File: config.mk
export PLATFORM = sky130hd
export DESIGN_NAME = hybrid_ctrl_fsm_flat
export DESIGN_NICKNAME = d
export VERILOG_FILES = /design/src/rtl/hybrid_ctrl_fsm_if.sv /design/src/rtl/hybrid_ctrl_fsm.sv /design/src/flat_wrapper.sv
export SDC_FILE = /design/constraint.sdc
export NUM_CORES = 1
export LEC_CHECK = 0
export CAP_MARGIN = 20
export CORE_MARGIN = 5
export CORE_UTILIZATION = 48
export CTS_CLUSTER_SIZE = 28
export DETAILED_ROUTE_END_ITERATION = 8
export PLACE_DENSITY_LB_ADDON = 0.3
export SLEW_MARGIN = 20
export SYNTH_ARGS = -nofsm -noshare
export SYNTH_HDL_FRONTEND = slang
export SYNTH_SLANG_ARGS = --single-unit
export TNS_END_PERCENT = 1
File: constraint.sdc
create_clock -name clk -period 2.6 [get_ports clk]
set_input_delay 0.65 -clock clk [delete_from_list [all_inputs] [get_ports clk]]
set_output_delay 0.65 -clock clk [all_outputs]
set_load 0.02 [all_outputs]
File: src/rtl/hybrid_ctrl_fsm_if.sv
// Control bus between the multicycle main controller and the datapath/memory side.
// The controller drives it through the master modport; the datapath side uses slave.
interface hybrid_ctrl_fsm_if #(
  parameter int CNT_W   = 32,
  parameter int ALUOP_W = 4
);
  logic [4:0]         Op;
  logic               Zero;
  logic               mem_ready;
  logic               IRWrite;
  logic               PCWrite;
  logic [1:0]         PCSrc;
  logic               MemRead;
  logic               MemWrite;
  logic               RegWrite;
  logic               MemtoReg;
  logic               ALUSrcA;
  logic [1:0]         ALUSrcB;
  logic [ALUOP_W-1:0] ALUOp;
  logic               ImmSrc;
  logic               ImmExt;
  logic               Illegal;
  logic               Halted;
  logic [CNT_W-1:0]   Retired;
  logic [3:0]         State;

  modport master (
    input  Op, Zero, mem_ready,
    output IRWrite, PCWrite, PCSrc, MemRead, MemWrite, RegWrite, MemtoReg,
           ALUSrcA, ALUSrcB, ALUOp, ImmSrc, ImmExt, Illegal, Halted, Retired, State
  );

  modport slave (
    output Op, Zero, mem_ready,
    input  IRWrite, PCWrite, PCSrc, MemRead, MemWrite, RegWrite, MemtoReg,
           ALUSrcA, ALUSrcB, ALUOp, ImmSrc, ImmExt, Illegal, Halted, Retired, State
  );
endinterface

File: src/rtl/hybrid_ctrl_fsm.sv
// Multicycle main controller for the hybrid ARM/MIPS core: fetch/decode/execute/
// memory/writeback sequencing, immediate-format selects and a retired counter.
module hybrid_ctrl_fsm #(
  parameter int CNT_W   = 32,
  parameter int ALUOP_W = 4
) (
  input  logic              clk,
  input  logic              rst_n,
  hybrid_ctrl_fsm_if.master ctl
);
  typedef enum logic [3:0] {
    FETCH    = 4'd0,
    DECODE   = 4'd1,
    EXEC_R   = 4'd2,
    EXEC_I   = 4'd3,
    ALU_WB   = 4'd4,
    MEM_ADDR = 4'd5,
    MEM_RD   = 4'd6,
    MEM_WB   = 4'd7,
    MEM_WR   = 4'd8,
    BRANCH   = 4'd9,
    JUMP     = 4'd10,
    HALT     = 4'd11
  } state_e;

  localparam logic [ALUOP_W-1:0] ALU_ADD = ALUOP_W'(0);
  localparam logic [ALUOP_W-1:0] ALU_SUB = ALUOP_W'(1);

  state_e           state_q, state_d;
  logic             imm_src_q, imm_ext_q;
  logic [CNT_W-1:0] retired_q;
  logic             retire;

  logic op_r, op_i, op_ld, op_st, op_br, op_jmp, op_b, op_halt;
  logic imm_src_dec, imm_ext_dec;

  always_comb begin
    op_r    = (ctl.Op[4:3] == 2'b00);
    op_i    = (ctl.Op[4:3] == 2'b01);
    op_ld   = (ctl.Op == 5'b10000);
    op_st   = (ctl.Op == 5'b10001);
    op_br   = (ctl.Op[4:1] == 4'b1001);
    op_jmp  = (ctl.Op == 5'b10100);
    op_b    = (ctl.Op == 5'b10101);
    op_halt = (ctl.Op == 5'b11111);
    // imm27 only for jumps; add/sub I-types, memory, branches and B sign-extend
    imm_src_dec = op_jmp | op_b;
    imm_ext_dec = (op_i & ~ctl.Op[2]) | op_ld | op_st | op_br | op_b;
  end

  always_comb begin
    state_d      = state_q;
    ctl.IRWrite  = 1'b0;
    ctl.PCWrite  = 1'b0;
    ctl.PCSrc    = 2'd0;
    ctl.MemRead  = 1'b0;
    ctl.MemWrite = 1'b0;
    ctl.RegWrite = 1'b0;
    ctl.MemtoReg = 1'b0;
    ctl.ALUSrcA  = 1'b0;
    ctl.ALUSrcB  = 2'd0;
    ctl.ALUOp    = ALU_ADD;
    ctl.Illegal  = 1'b0;
    case (state_q)
      FETCH: begin
        ctl.MemRead = 1'b1;
        ctl.ALUSrcB = 2'd1;
        ctl.IRWrite = ctl.mem_ready;
        ctl.PCWrite = ctl.mem_ready;
        if (ctl.mem_ready) state_d = DECODE;
      end
      DECODE: begin
        ctl.ALUSrcB = 2'd2;
        if (op_r)                    state_d = EXEC_R;
        else if (op_i)               state_d = EXEC_I;
        else if (op_ld | op_st)      state_d = MEM_ADDR;
        else if (op_br)              state_d = BRANCH;
        else if (op_jmp | op_b)      state_d = JUMP;
        else if (op_halt)            state_d = HALT;
        else begin
          ctl.Illegal = 1'b1;
          state_d     = FETCH;
        end
      end
      EXEC_R: begin
        ctl.ALUSrcA = 1'b1;
        ctl.ALUOp   = {1'b0, ctl.Op[2:0]};
        state_d     = ALU_WB;
      end
      EXEC_I: begin
        ctl.ALUSrcA = 1'b1;
        ctl.ALUSrcB = 2'd2;
        ctl.ALUOp   = {1'b0, ctl.Op[2:0]};
        state_d     = ALU_WB;
      end
      ALU_WB: begin
        ctl.RegWrite = 1'b1;
        state_d      = FETCH;
      end
      MEM_ADDR: begin
        ctl.ALUSrcA = 1'b1;
        ctl.ALUSrcB = 2'd2;
        state_d     = op_st ? MEM_WR : MEM_RD;
      end
      MEM_RD: begin
        ctl.MemRead = 1'b1;
        if (ctl.mem_ready) state_d = MEM_WB;
      end
      MEM_WB: begin
        ctl.RegWrite = 1'b1;
        ctl.MemtoReg = 1'b1;
        state_d      = FETCH;
      end
      MEM_WR: begin
        ctl.MemWrite = 1'b1;
        if (ctl.mem_ready) state_d = FETCH;
      end
      BRANCH: begin
        ctl.ALUSrcA = 1'b1;
        ctl.ALUOp   = ALU_SUB;
        ctl.PCSrc   = 2'd1;
        // Op[0] distinguishes BNE from BEQ
        ctl.PCWrite = ctl.Zero ^ ctl.Op[0];
        state_d     = FETCH;
      end
      JUMP: begin
        ctl.PCWrite = 1'b1;
        ctl.PCSrc   = 2'd2;
        state_d     = FETCH;
      end
      HALT:    state_d = HALT;
      default: state_d = FETCH;
    endcase

    // An illegal opcode also returns to FETCH from DECODE, so it is never counted
    retire = ((state_d == FETCH) &&
              (state_q inside {ALU_WB, MEM_WB, MEM_WR, BRANCH, JUMP})) ||
             ((state_q == DECODE) && (state_d == HALT));
  end

  always_ff @(posedge clk or negedge rst_n) begin
    if (!rst_n) begin
      state_q   <= FETCH;
      imm_src_q <= 1'b0;
      imm_ext_q <= 1'b0;
      retired_q <= '0;
    end else begin
      state_q <= state_d;
      if (state_q == DECODE) begin
        imm_src_q <= imm_src_dec;
        imm_ext_q <= imm_ext_dec;
      end
      if (retire) retired_q <= retired_q + CNT_W'(1);
    end
  end

  assign ctl.ImmSrc  = imm_src_q;
  assign ctl.ImmExt  = imm_ext_q;
  assign ctl.Halted  = (state_q == HALT);
  assign ctl.Retired = retired_q;
  assign ctl.State   = state_q;
endmodule

File: src/flat_wrapper.sv
// flat-port wrapper written by rule: the top's interface ports become plain ports
module hybrid_ctrl_fsm_flat 
#(
  parameter int CNT_W   = 32,
  parameter int ALUOP_W = 4
)
  (clk, rst_n, ctl_Op, ctl_Zero, ctl_mem_ready, ctl_IRWrite, ctl_PCWrite, ctl_PCSrc, ctl_MemRead, ctl_MemWrite, ctl_RegWrite, ctl_MemtoReg, ctl_ALUSrcA, ctl_ALUSrcB, ctl_ALUOp, ctl_ImmSrc, ctl_ImmExt, ctl_Illegal, ctl_Halted, ctl_Retired, ctl_State);
  hybrid_ctrl_fsm_if #(.CNT_W(CNT_W), .ALUOP_W(ALUOP_W)) ctl_i ();
  input  logic clk;
  input  logic rst_n;
  input wire logic [$bits(ctl_i.Op)-1:0] ctl_Op;
  input wire logic [$bits(ctl_i.Zero)-1:0] ctl_Zero;
  input wire logic [$bits(ctl_i.mem_ready)-1:0] ctl_mem_ready;
  output wire logic [$bits(ctl_i.IRWrite)-1:0] ctl_IRWrite;
  output wire logic [$bits(ctl_i.PCWrite)-1:0] ctl_PCWrite;
  output wire logic [$bits(ctl_i.PCSrc)-1:0] ctl_PCSrc;
  output wire logic [$bits(ctl_i.MemRead)-1:0] ctl_MemRead;
  output wire logic [$bits(ctl_i.MemWrite)-1:0] ctl_MemWrite;
  output wire logic [$bits(ctl_i.RegWrite)-1:0] ctl_RegWrite;
  output wire logic [$bits(ctl_i.MemtoReg)-1:0] ctl_MemtoReg;
  output wire logic [$bits(ctl_i.ALUSrcA)-1:0] ctl_ALUSrcA;
  output wire logic [$bits(ctl_i.ALUSrcB)-1:0] ctl_ALUSrcB;
  output wire logic [$bits(ctl_i.ALUOp)-1:0] ctl_ALUOp;
  output wire logic [$bits(ctl_i.ImmSrc)-1:0] ctl_ImmSrc;
  output wire logic [$bits(ctl_i.ImmExt)-1:0] ctl_ImmExt;
  output wire logic [$bits(ctl_i.Illegal)-1:0] ctl_Illegal;
  output wire logic [$bits(ctl_i.Halted)-1:0] ctl_Halted;
  output wire logic [$bits(ctl_i.Retired)-1:0] ctl_Retired;
  output wire logic [$bits(ctl_i.State)-1:0] ctl_State;
  assign ctl_i.Op = ctl_Op;
  assign ctl_i.Zero = ctl_Zero;
  assign ctl_i.mem_ready = ctl_mem_ready;
  assign ctl_IRWrite = ctl_i.IRWrite;
  assign ctl_PCWrite = ctl_i.PCWrite;
  assign ctl_PCSrc = ctl_i.PCSrc;
  assign ctl_MemRead = ctl_i.MemRead;
  assign ctl_MemWrite = ctl_i.MemWrite;
  assign ctl_RegWrite = ctl_i.RegWrite;
  assign ctl_MemtoReg = ctl_i.MemtoReg;
  assign ctl_ALUSrcA = ctl_i.ALUSrcA;
  assign ctl_ALUSrcB = ctl_i.ALUSrcB;
  assign ctl_ALUOp = ctl_i.ALUOp;
  assign ctl_ImmSrc = ctl_i.ImmSrc;
  assign ctl_ImmExt = ctl_i.ImmExt;
  assign ctl_Illegal = ctl_i.Illegal;
  assign ctl_Halted = ctl_i.Halted;
  assign ctl_Retired = ctl_i.Retired;
  assign ctl_State = ctl_i.State;
  hybrid_ctrl_fsm #(.CNT_W(CNT_W), .ALUOP_W(ALUOP_W)) u_core (.clk(clk), .rst_n(rst_n), .ctl(ctl_i));
endmodule
[Word level (Yosys, flattened, before mapping)]
Cells that the tools add are included.
Cells by class
  add/sub/neg operators: 1
  equality and inequality tests: 19
  muxes and demuxes: 28
  bitwise logic cells: 9
  reductions and logical operators: 12
Operators by type and width (number)
  $mux 4: 10
  $add 32x1->32 const B: 1
  $pmux 4 s7: 1
  $eq 5x5->1 const B: 5
  $eq 4x4->1 const B: 6
  $eq 4x3->1 const B: 4
  $mux 1: 13
  $eq 4x2->1 const B: 2
  $logic_not 4->1: 2
  $pmux 2 s2: 2
  $or 1x1->1: 6
  $pmux 3 s2: 1
  $reduce_or 2->1: 3
  $reduce_bool 5->1: 1
  $eq 4x1->1 const B: 1
  $reduce_or 4->1: 1
  $pmux 1 s3: 1
  $reduce_or 3->1: 1
  $eq 2x1->1 const B: 1
  $logic_and 1x1->1: 2
  $logic_not 2->1: 1
  $and 1x1->1: 1
  $logic_or 1x1->1: 1
  $not 1->1: 1
  $xor 1x1->1: 1
Word-level totals
  flip-flop bits (word level): 38
  output and inout bits: 55
  logic and storage cells: 73

[Logic depth before layout (Yosys ltp)]
  depth after elaboration: 11
  depth in mapped cells: 8

[Least setup slack after synthesis]
OpenSTA, ideal clock, no wires.
  path kind: register to output
  start: register u_core.state_q[1], in the netlist u_core.ctl.State[1]
  end: output port ctl_PCWrite
  data arrival time: 2.171 ns
  slack: -0.221 ns
  stages on the path, launching flop included: 6
  cell sequence: dfrtp_1 buf_6 clkbuf_1 nor4_1 o21a_1 a211o_1
On the way
  word-level cells in the longest chain between the ends: 2
RTL lines
  start: declaration: RTL line hybrid_ctrl_fsm.sv:29  | state_e state_q, state_d;
  start signal: assignment: RTL line hybrid_ctrl_fsm.sv:148  | state_q <= state_d;
  $eq 4x4->1 or $logic_not 4->1 (tied branches): RTL line hybrid_ctrl_fsm.sv:64  | case (state_q)
  $pmux 1 s3 *: RTL line hybrid_ctrl_fsm.sv:64
  end: declaration: RTL line flat_wrapper.sv:15  | output wire logic [$bits(ctl_i.PCWrite)-1:0] ctl_PCWrite;
Every way passes the cells marked *; elsewhere a longest branch is shown, timed or not.

[Final worst setup path]
  start: input port ctl_mem_ready
  end: register u_core.retired_q[8], in the netlist u_core.ctl.Retired[8]
On the way
  word-level cells in the longest chain between the ends: 5
RTL lines
  start: declaration: RTL line flat_wrapper.sv:13  | input wire logic [$bits(ctl_i.mem_ready)-1:0] ctl_mem_ready;
  $mux 4, on equally long branches: RTL line hybrid_ctrl_fsm.sv:116, hybrid_ctrl_fsm.sv:70, hybrid_ctrl_fsm.sv:107
  $pmux 4 s7 *: RTL line hybrid_ctrl_fsm.sv:64
  $eq 4x4->1 or $logic_not 4->1 (tied branches): RTL line hybrid_ctrl_fsm.sv:138, hybrid_ctrl_fsm.sv:136
  $logic_and 1x1->1, on equally long branches: RTL line hybrid_ctrl_fsm.sv:138, hybrid_ctrl_fsm.sv:136
  $logic_or 1x1->1 *: RTL line hybrid_ctrl_fsm.sv:137  | (state_q inside {ALU_WB, MEM_WB, MEM_WR, BRANCH, JUMP})) ||
  end signal: assignment: RTL line hybrid_ctrl_fsm.sv:153  | if (retire) retired_q <= retired_q + CNT_W'(1);
  end: declaration: RTL line hybrid_ctrl_fsm.sv:31  | logic [CNT_W-1:0] retired_q;
Marks and branches as above.
A chain may end at the register's enable or synchronous reset.

==> impl_results.md <==
* Placed cell count at 364
* Ys Warns at 0
* Mapped Cells at 247
* Period utilization at 1.003
* Lkg Pwr at 1.457 nW
* Wire length of the first global-routing pass at 9542 µm
* Fillers at 394
* Multi-input logic area at 0.001259 mm²
* Final Hold Vio Count at 0
* Total CTS buffers at 5
* Hold/Removal Path Class: in2async
* Sequential share of the synthesized area at 0.4204
* CP required at 2780 ps
* Core box area at 0.004661 mm²
* Drt pass-1 iters at 5
* Fraction of layout cells with a size suffix above 1 at 0.1415
* Final HPWL DP at 4168 µm
* Drt wl/cell at 15.71 µm
* Min Tclk post-route at 2608 ps
* DRC errors left at 0
* Status: finished, violations left
* Ys async rst share at 1.000
* N_diodes at 0
* Dominant cells by area after synthesis: dfrtp_1 (42%), xnor2_1 (8.5%), nand4_1 (4.7%)
* CP peak stage delay at 500 ps
* Peak VDD IR at 0.6640 mV
* DIE HEIGHT at 78.65 µm
* Max_slew headroom at 0.4526
* Synth-to-layout area growth at 39.49%
* Skew-Pair Late Insertion Delay at 290 ps
* CTS tree: yes
* RSZ-0062 raised after global routing: yes
* Total GRT Usage at 0.1938
* Initial core utilization at 0.4854
* CTS Buffer Depth at 2
* Final net count at 327
* Ports at 64
* Clock sinks at 38
* CP Capture Type: register
* Setup TNS at -8.462 ps
* Clk_skew at 6.124 ps
* Count of final setup violators at 1
* Total of max-cap violations at 0
* Netlist cell types at 44
* Final worst slack at -8.462 ps
* CP Launch Type: input pin
* F_max at 383.4 MHz
* Mapped cell area at 0.002262 mm²
* Initial drt markers at 100
* Crit Path Category: in2reg
* Worst slew pin tran at 821.0 ps
* Die Width at 78.65 µm
* Sequential Area at 955.9 µm²
* Power, Total at 2.541 mW
* Syn Nets at 257
* DP Area at 0.003004 mm²
* Post-CTS Hold Buffers at 0
* Crit-path cells: clkdlybuf4s50_1, or3b_2, o22a_1, a21oi_2, mux2i_1, buf_4, or3_1, xnor2_1
* Largest net degree at the start of global routing at 39
* Failing checks: negative setup slack
* PD cells at 805.2 mW/mm²
* Initial antenna violation count at 0
* Worst-path clk slew at 70 ps
* GPL Wtd Cong at 0.8332
* Vias/cell at 5.656
* Crit Path Max Fanout at 11
* Die area at 0.006186 mm²
* H-tree Lvls at 2
* Mean post-synth cell area at 9.159 µm²
* Area share of the largest cell type after synthesis at 0.4204
* Final Max Tran Viols at 0
* Post-DRT Antenna Nets at 0
* Top FF cell, synth: dfrtp_1
* Post-Route WL at 5844 µm
* Row Count at 25
* Global route overflow at 0
* Clock Tree Root: clkbuf_8
* Non-Filler Instances at 372
* Number of global-route vias before repair at 1997
* Via Count at 2104
* Crit path arrival time at 2790 ps
* Finished Cell Area at 0.003156 mm²
* Post-synth EDFFs at 0
* Yosys top cell by area: dfrtp_1
* Crit-path slowest cell: clkdlybuf4s50_1
* Register bit total from synthesis at 38
* Port-buffer cells at 62
## cells by family after synthesis
group | count (synthesis) | synth area share
simple gates | 120 | 0.2987
flops | 38 | 0.4204
xor+xnor | 33 | 0.1278
compound gates | 30 | 0.09015
buf+inv | 22 | 0.04646
mux | 2 | 0.009402
fa+ha+maj | 1 | 0.005530
other cells | 1 | 0.001658
## worst paths after layout
path / start / end / slack (ps) / cells after the start
max in group asynchronous: rst_n / u_core.ctl.State[2] / 1580 / 1
max: ctl_mem_ready / u_core.ctl.Retired[8] / -8 / 8
max reg2reg: u_core.ctl.State[1] / u_core.ctl.Retired[8] / 300 / 8
min in group clk: u_core.ctl.ImmExt / u_core.ctl.ImmExt / 480 / 2
min: rst_n / u_core.ctl.Retired[30] / 450 / 1
min reg2reg: u_core.ctl.ImmExt / u_core.ctl.ImmExt / 480 / 2
## registers in the layout, indices dropped and copies added (netlist names)
register            flops
u_core.ctl.ImmExt       1
u_core.ctl.ImmSrc       1
u_core.ctl.Retired     32
u_core.ctl.State        4
## cell usage in the layout (no fill, tap or decap), drive strengths merged, types with 7 or more instances in the layout
master         instances
a21oi                  7
nor2                  10
xor2                  11
xnor2                 22
dlygate4sd2            7
buf                   20
o21ai                  7
nor3                  11
nor4                   7
clkdlybuf4s50         47
nand2                 26
and3                   8
dlymetal6s2s           7
dfrtp                 38
clkbuf                 7
nand4                 17
nand3                 11
## critical path: cells and delay by family
kind	cells	cell delay [ps]
compound gates	2	370
xor+xnor	1	130
buf+inv	2	700
mux	1	100
simple gates	2	840
## Yosys cell counts, drive strengths merged, types with 3 or more instances
cell / count
nor4: 7
nand3: 11
nand2: 26
nand2b: 6
nand4: 17
nor2b: 4
xor2: 11
o21ai: 7
o211ai: 3
clkbuf: 12
and2: 6
and4: 5
dfrtp: 38
and3: 8
nor3: 11
buf: 6
nor4b: 3
xnor2: 22
nor2: 10
inv: 4
a21oi: 7
## power breakdown
part	internal [mW]	total [mW]	switching (mW)
logic	0.580	1.32	0.737
clock network	0.214	0.413	0.199
registers	0.673	0.810	0.138
## layer usage
metal | vias to the layer above | track usage | wire length (µm)
li1 | 1018 | - | -
met1 | 1003 | 0.2535 | 2587
met2 | 75 | 0.3158 | 2837
met3 | 8 | 0.04358 | 331
met4 | 0 | 0.06643 | 87
met5 | - | 0 | 0
## per-stage QoR
| step | hold slack (ps) | util | setup WS, ps |
|---|---|---|---|
| after global routing | 501.1 | 0.6770 | -94.89 |
| after CTS | 482.7 | 0.6652 | -4.747 |
| after global placement | 467.1 | 0.6446 | -270.9 |
| after floorplan | 354.4 | - | 37.69 |
| final | 454.0 | 0.6770 | -8.462 |
| after detailed placement | 469.2 | 0.6446 | -332.6 |
## layout make-up
| cell class | instances | share of cell area |
|---|---|---|
| Tap cell | 54 | 0.02141 |
| Clock inverter | 1 | 0.001586 |
| Sequential cell | 38 | 0.3029 |
| Inverter | 4 | 0.004758 |
| Clock buffer | 7 | 0.02736 |
| Timing Repair Buffer | 81 | 0.2431 |
| Multi-Input combinational cell | 187 | 0.3989 |
## timing repair
item	CTS	global route
pin swaps	0	1
setup buffers	0	0
gates resized for setup	12	14
setup endpoints to repair	14	38
Note: power is estimated with default switching activity, not from simulation.
